[src/rtl/alu_pkg.sv]
// Shared definitions for the ALU and the logic that arbitrates access to it:
// opcode width, opcode values and the arbiter sequencing states.
package alu_pkg;

  localparam int ALU_CTRL_W = 4;

  typedef enum logic [1:0] {
    IDLE = 2'd0,
    EXEC = 2'd1,
    RESP = 2'd2
  } arb_state_e;

  // Opcodes understood by the ALU; ADD and SUB fold ALUFlagIn in as carry/borrow.
  localparam logic [ALU_CTRL_W-1:0] ALU_ADD = 4'h0;
  localparam logic [ALU_CTRL_W-1:0] ALU_SUB = 4'h1;
  localparam logic [ALU_CTRL_W-1:0] ALU_AND = 4'h2;
  localparam logic [ALU_CTRL_W-1:0] ALU_OR  = 4'h3;
  localparam logic [ALU_CTRL_W-1:0] ALU_XOR = 4'h4;

endpackage

[src/rtl/alu_arbiter_rr_arb2.sv]
// Two-way round-robin grant. Purely combinational; the caller owns the
// priority register and flips it after each completed operation.
module rr_arb2 (
  input  logic [1:0] req,
  input  logic       prio,
  output logic       gnt_vld,
  output logic       gnt_idx
);

  // A lone requester wins outright; on a tie the priority bit decides.
  always_comb begin
    gnt_vld = |req;
    gnt_idx = 1'b0;
    if (req == 2'b11) begin
      gnt_idx = prio;
    end else if (req[1]) begin
      gnt_idx = 1'b1;
    end
  end

endmodule

[src/rtl/alu_arbiter.sv]
// Shares one ALU between two requesters. Each granted operation walks
// IDLE (accept) -> EXEC (ALU evaluates) -> RESP (hold result until consumed).
// A carry register per requester lets each one chain multi-word arithmetic.
module alu_arbiter
  import alu_pkg::*;
#(
  parameter int n = 32
) (
  input  logic                  clk,
  input  logic                  rst_n,
  input  logic [1:0]            req_valid,
  output logic [1:0]            req_ready,
  input  logic [n-1:0]          req0_a,
  input  logic [n-1:0]          req0_b,
  input  logic [n-1:0]          req1_a,
  input  logic [n-1:0]          req1_b,
  input  logic [ALU_CTRL_W-1:0] req0_ctrl,
  input  logic [ALU_CTRL_W-1:0] req1_ctrl,
  input  logic [1:0]            req_use_carry,
  output logic [1:0]            rsp_valid,
  input  logic [1:0]            rsp_ready,
  output logic [n-1:0]          rsp_result,
  output logic                  rsp_c,
  output logic                  rsp_z,
  output logic [n-1:0]          alu_a,
  output logic [n-1:0]          alu_b,
  output logic [ALU_CTRL_W-1:0] alu_ctrl,
  output logic                  alu_flagin,
  input  logic [n-1:0]          alu_result,
  input  logic                  alu_c,
  input  logic                  alu_z
);

  arb_state_e            state_q, state_d;
  logic                  prio_q, prio_d;
  logic                  owner_q, owner_d;
  logic [1:0]            carry_q, carry_d;
  logic [n-1:0]          a_q, a_d;
  logic [n-1:0]          b_q, b_d;
  logic [ALU_CTRL_W-1:0] ctrl_q, ctrl_d;
  logic                  flagin_q, flagin_d;
  logic [n-1:0]          res_q, res_d;
  logic                  c_q, c_d;
  logic                  z_q, z_d;
  logic [1:0]            rsp_valid_q, rsp_valid_d;
  logic                  gnt_vld;
  logic                  gnt_idx;
  logic                  accept;

  rr_arb2 u_rr_arb2 (
    .req     (req_valid),
    .prio    (prio_q),
    .gnt_vld (gnt_vld),
    .gnt_idx (gnt_idx)
  );

  // Ready only in IDLE, only to the granted requester, and never while reset is held.
  always_comb begin
    req_ready = 2'b00;
    if ((state_q == IDLE) && gnt_vld && rst_n) begin
      req_ready[gnt_idx] = 1'b1;
    end
  end

  assign accept = |req_ready;

  // Next-state and datapath register updates for the accept/execute/respond sequence.
  always_comb begin
    state_d     = state_q;
    prio_d      = prio_q;
    owner_d     = owner_q;
    carry_d     = carry_q;
    a_d         = a_q;
    b_d         = b_q;
    ctrl_d      = ctrl_q;
    flagin_d    = flagin_q;
    res_d       = res_q;
    c_d         = c_q;
    z_d         = z_q;
    rsp_valid_d = rsp_valid_q;
    unique case (state_q)
      IDLE: begin
        if (accept) begin
          owner_d = gnt_idx;
          a_d     = gnt_idx ? req1_a : req0_a;
          b_d     = gnt_idx ? req1_b : req0_b;
          ctrl_d  = gnt_idx ? req1_ctrl : req0_ctrl;
          // carry[owner] cannot change between accept and EXEC, so the flag-in
          // is resolved here and alu_flagin stays a plain register output.
          flagin_d = req_use_carry[gnt_idx] & carry_q[gnt_idx];
          state_d  = EXEC;
        end
      end
      EXEC: begin
        res_d                = alu_result;
        c_d                  = alu_c;
        z_d                  = alu_z;
        carry_d[owner_q]     = alu_c;
        rsp_valid_d          = 2'b00;
        rsp_valid_d[owner_q] = 1'b1;
        state_d              = RESP;
      end
      RESP: begin
        if (rsp_ready[owner_q]) begin
          rsp_valid_d = 2'b00;
          prio_d      = ~owner_q;
          state_d     = IDLE;
        end
      end
      default: begin
        state_d = IDLE;
      end
    endcase
  end

  // State and datapath registers; reset drops any in-flight operation.
  always_ff @(posedge clk or negedge rst_n) begin
    if (!rst_n) begin
      state_q     <= IDLE;
      prio_q      <= 1'b0;
      owner_q     <= 1'b0;
      carry_q     <= 2'b00;
      a_q         <= '0;
      b_q         <= '0;
      ctrl_q      <= '0;
      flagin_q    <= 1'b0;
      res_q       <= '0;
      c_q         <= 1'b0;
      z_q         <= 1'b0;
      rsp_valid_q <= 2'b00;
    end else begin
      state_q     <= state_d;
      prio_q      <= prio_d;
      owner_q     <= owner_d;
      carry_q     <= carry_d;
      a_q         <= a_d;
      b_q         <= b_d;
      ctrl_q      <= ctrl_d;
      flagin_q    <= flagin_d;
      res_q       <= res_d;
      c_q         <= c_d;
      z_q         <= z_d;
      rsp_valid_q <= rsp_valid_d;
    end
  end

  assign alu_a      = a_q;
  assign alu_b      = b_q;
  assign alu_ctrl   = ctrl_q;
  assign alu_flagin = flagin_q;
  assign rsp_valid  = rsp_valid_q;
  assign rsp_result = res_q;
  assign rsp_c      = c_q;
  assign rsp_z      = z_q;

endmodule
[config.mk]
export PLATFORM = sky130hd
export DESIGN_NAME = alu_arbiter
export DESIGN_NICKNAME = d
export VERILOG_FILES = /design/src/rtl/alu_pkg.sv /design/src/rtl/alu_arbiter_rr_arb2.sv /design/src/rtl/alu_arbiter.sv
export SDC_FILE = /design/constraint.sdc
export NUM_CORES = 1
export LEC_CHECK = 0
export BUFFER_PORTS_ARGS = -buffer_cell sky130_fd_sc_hd__clkbuf_2
export CORE_ASPECT_RATIO = 2
export CORE_UTILIZATION = 40
export DETAILED_ROUTE_END_ITERATION = 7
export PLACE_DENSITY_LB_ADDON = 0.2
export SYNTH_ARGS = -nofsm -noshare
export SYNTH_HDL_FRONTEND = slang
export SYNTH_HIERARCHICAL = 1
export SYNTH_SLANG_ARGS = --single-unit
[constraint.sdc]
create_clock -name clk -period 1.28 [get_ports clk]
set_input_delay 0.256 -clock clk [delete_from_list [all_inputs] [get_ports clk]]
set_output_delay 0.256 -clock clk [all_outputs]
set_load 0.005 [all_outputs]
==> summary.md <==
| Metric | Value |
|---|---|
| Outcome | `finished, violations left` |
| Failing checks | `setup timing` |
| Endpoints failing hold | `0` |
| Worst Path Max Fanout | `3` |
| Clock slew at reported path FFs | `0.07 ns` |
| CP endpoint kind | `output port` |
| Die span in y | `159.8 µm` |
| Worst r2r src | `state_q[1]` |
| R2R Path End | `alu_b[12]` |
| Crit path launch type | `flop` |
| Io pins | `285` |
| Clock latency on the worst-skew pair | `around 0.34 ns` |
| Slew @ Worst Pin | `~0.72 ns` |
| Maximum clock rate | `636.0 MHz` |
| Area of the multi-input gates | `about 2200 µm²` |
| Clock tree buffer depth | `2` |
| CTS Buf Count | `9` |
| Worst Hold Class | `primary input to flop` |
| Synthesized cell area | `approximately 5000 µm²` |
| Setup Total Neg Slack | `-12.69 ns` |
| CTS H-tree depth | `3` |
| Post-route minimum period | `1.572 ns` |
| Hold Path Stages | `3` |
| Pin count of the biggest net entering global routing | `57` |
| Yosys warns | `6` |
| Initial antenna violation count | `0` |
| Number of distinct library cells after synthesis | `26` |
| Seq/Total Area, Yosys | `a little under three fifths` |
| DR WL/cell | `around 15 µm` |
| Initial DRC count | `between 100 and 150` |
| Share of cells above drive strength 1 | `50.25%` |
| Clock sink count | `111` |
| Final setup viols | `72` |
| Cell Rows | `between 50 and 60` |
| Clock Tree Root | `clkbuf_16` |
| Flops & latches, synth | `111` |
| Reg2reg setup slack | `-0.24 ns` |
| Total track usage | `between 20 and 25%` |
| Global-route wire length before repair | `between 20000 and 25000 µm` |
| Gpl congestion | `0.8207` |
| FILL cells | `about 1000` |
| Worst setup path category | `flop to output port` |
| Max Clock Skew | `0.006987 ns` |
| Diodes inserted | `0` |
| Worst reg2reg path depth | `5` |
| P per Cell Area | `2044 nW/µm²` |
| Setup slack after layout | `-0.2923 ns` |
| Vias per cell | `4.841` |
| Total gr overflow | `0` |
| Hold Path Sink | `rsp_result[15]` |
| Pre-CTS setup slack | `-0.1643 ns` |
| Post-layout nets | `963` |
| DP HPWL | `10310 µm` |
| RSZ-0062 raised after global routing | `yes` |
| Die area | `12920 µm²` |
| Pleak | `3.851 nW` |
| Register cell area after layout | `roughly 2800 µm²` |
| Core area | `12120 µm²` |
| Critical path arrival | `1.32 ns` |
| Worst vdd ir | `between 1000 and 1500 µV` |
| Layout area overhead | `49.04%` |
| Width of the die | `80.88 µm` |
| Post-DRT Antenna Nets | `0` |
| Final count of pins violating max slew | `0` |
| Post-Synthesis Cells | `484` |
| Initial Util | `41.05%` |
| Slew headroom | `52.14%` |
| Number of iterations in the first detailed-routing pass | `4` |
| # Max-Cap Violations | `0` |
| Worst endpoint required time | `1.02 ns` |
| Hold path start | `alu_result[15]` |
| Period utilization | `122.8%` |
| Net Count, Synth | `between 600 and 700` |
| Port-buffer cells | `284` |
| DRC | `0` |
| Post-synthesis average cell area | `just over 10 µm²` |
| WL final | `between 10000 and 15000 µm` |
| Detailed-route via count | `4526` |
| CTS tree | `yes` |
| Vias in the first global route | `4498` |
cells by family after synthesis:
kind of cell | after synthesis | synth area share [%]
compound gates | 78 | 9.502
flops | 111 | 55.81
simple gates | 189 | 15.54
mux | 71 | 14.43
buf+inv | 35 | 4.726
power by group:
part	internal [mW]	leakage, nW	switching, mW
logic	3.26	2.46	3.16
clock network	1.36	0.127	1.23
registers	5.19	1.27	0.965
metal layers:
metal,share of wire (%),GRT usage [%],vias up,routed length (µm)
li1,-,-,2205,-
met2,54,39.92,197,7670
met5,0,0,-,0
met3,7.3,5.086,28,1034
met1,36,23.89,2096,5011
met4,2.6,9.010,0,369
state kept, by name, summed over array words and instances, names as in the netlist, 2 cells and up:
register    cells
alu_b          32
rsp_valid       2
carry_q         2
alu_a          32
rsp_result     32
state_q         2
alu_ctrl        4
cells in the final DEF, fill, tap and decap left out, drive strengths merged:
master    instances
clkbuf          291
dfrtp           111
nand2           107
a21oi            72
nor2             70
mux2i            68
buf              41
nor2b             4
nand3b            3
mux2              3
inv               3
o21ai             2
clkinvlp          2
and4bb            1
and2              1
nand2b            1
a221oi            1
nand3             1
a31oi             1
a311oi            1
clkinv            1
bufbuf            1
or2               1
a21boi            1
worst max-delay path by stage:
stage,start,endpoint,slack (ns)
after floorplan,state_q[1],owner_q,-0.07
after global placement,prio_q,alu_b[5],-0.12
after detailed placement,prio_q,alu_a[31],-0.16
after CTS,state_q[0],req_ready[0],-0.31
after global routing,prio_q,req_ready[1],-0.35
final,state_q[1],req_ready[0],-0.29
stage by stage:
step | power (mW) | util, % | area [µm²] | hold WS (ns) | cells
finish | 15.17 | 61.19 | 7418 | 0.09961 | 935
detailed placement | 12.06 | 54.79 | 6643 | 0.4492 | 906
floorplan | 9.219 | - | 5005 | -0.03959 | 484
global route | 16.31 | 61.19 | 7418 | 0.09203 | 935
global placement | 11.82 | 54.79 | 6643 | 0.4448 | 906
CTS | 15.32 | 60.50 | 7335 | 0.08257 | 938
synth_stat cells:
master,n,area share [%]
mux2_4,1,0.30
nand2b_1,1,0.13
nand2_1,107,8.1
nand3_1,1,0.10
mux2i_1,68,14
mux2_1,2,0.45
a31oi_1,1,0.13
nor2_1,60,4.5
a311oi_1,1,0.18
buf_4,1,0.15
and4bb_1,1,0.25
or2_1,1,0.13
a21oi_1,53,5.3
a21oi_2,19,3.3
a221oi_1,1,0.18
a21boi_1,1,0.15
nor2_2,10,1.3
buf_8,1,0.30
buf_2,23,2.3
and2_1,1,0.13
inv_1,2,0.15
buf_6,8,1.8
nand3b_1,3,0.45
nor2b_1,4,0.50
dfrtp_1,111,56
o21ai_1,2,0.20
layout make-up:
type                            instances  area share, %
Timing Repair Buffer                  323          26.75
Multi-Input combinational cell        338          29.57
Clock buffer                           10          3.221
Sequential cell                       111          37.44
Clock inverter                          4         0.4385
Tap cell                              147          2.479
Inverter                                2         0.1012
repair_timing:
action / CTS / global route
endpoints found under the setup margin: 89 / 78
pin swaps: 3 / 5
setup buffers: 12 / 0
gates resized for setup: 34 / 28
gates cloned: 6 / 0
hold buffers: 0 / 0
critical path, cell delays in order, from the launching register on:
cell and delay (ns):
dfrtp_1 0.38, and4bb_4 0.35, nor2b_4 0.14, buf_2 0.12
Note: power is estimated with default switching activity, not from simulation.
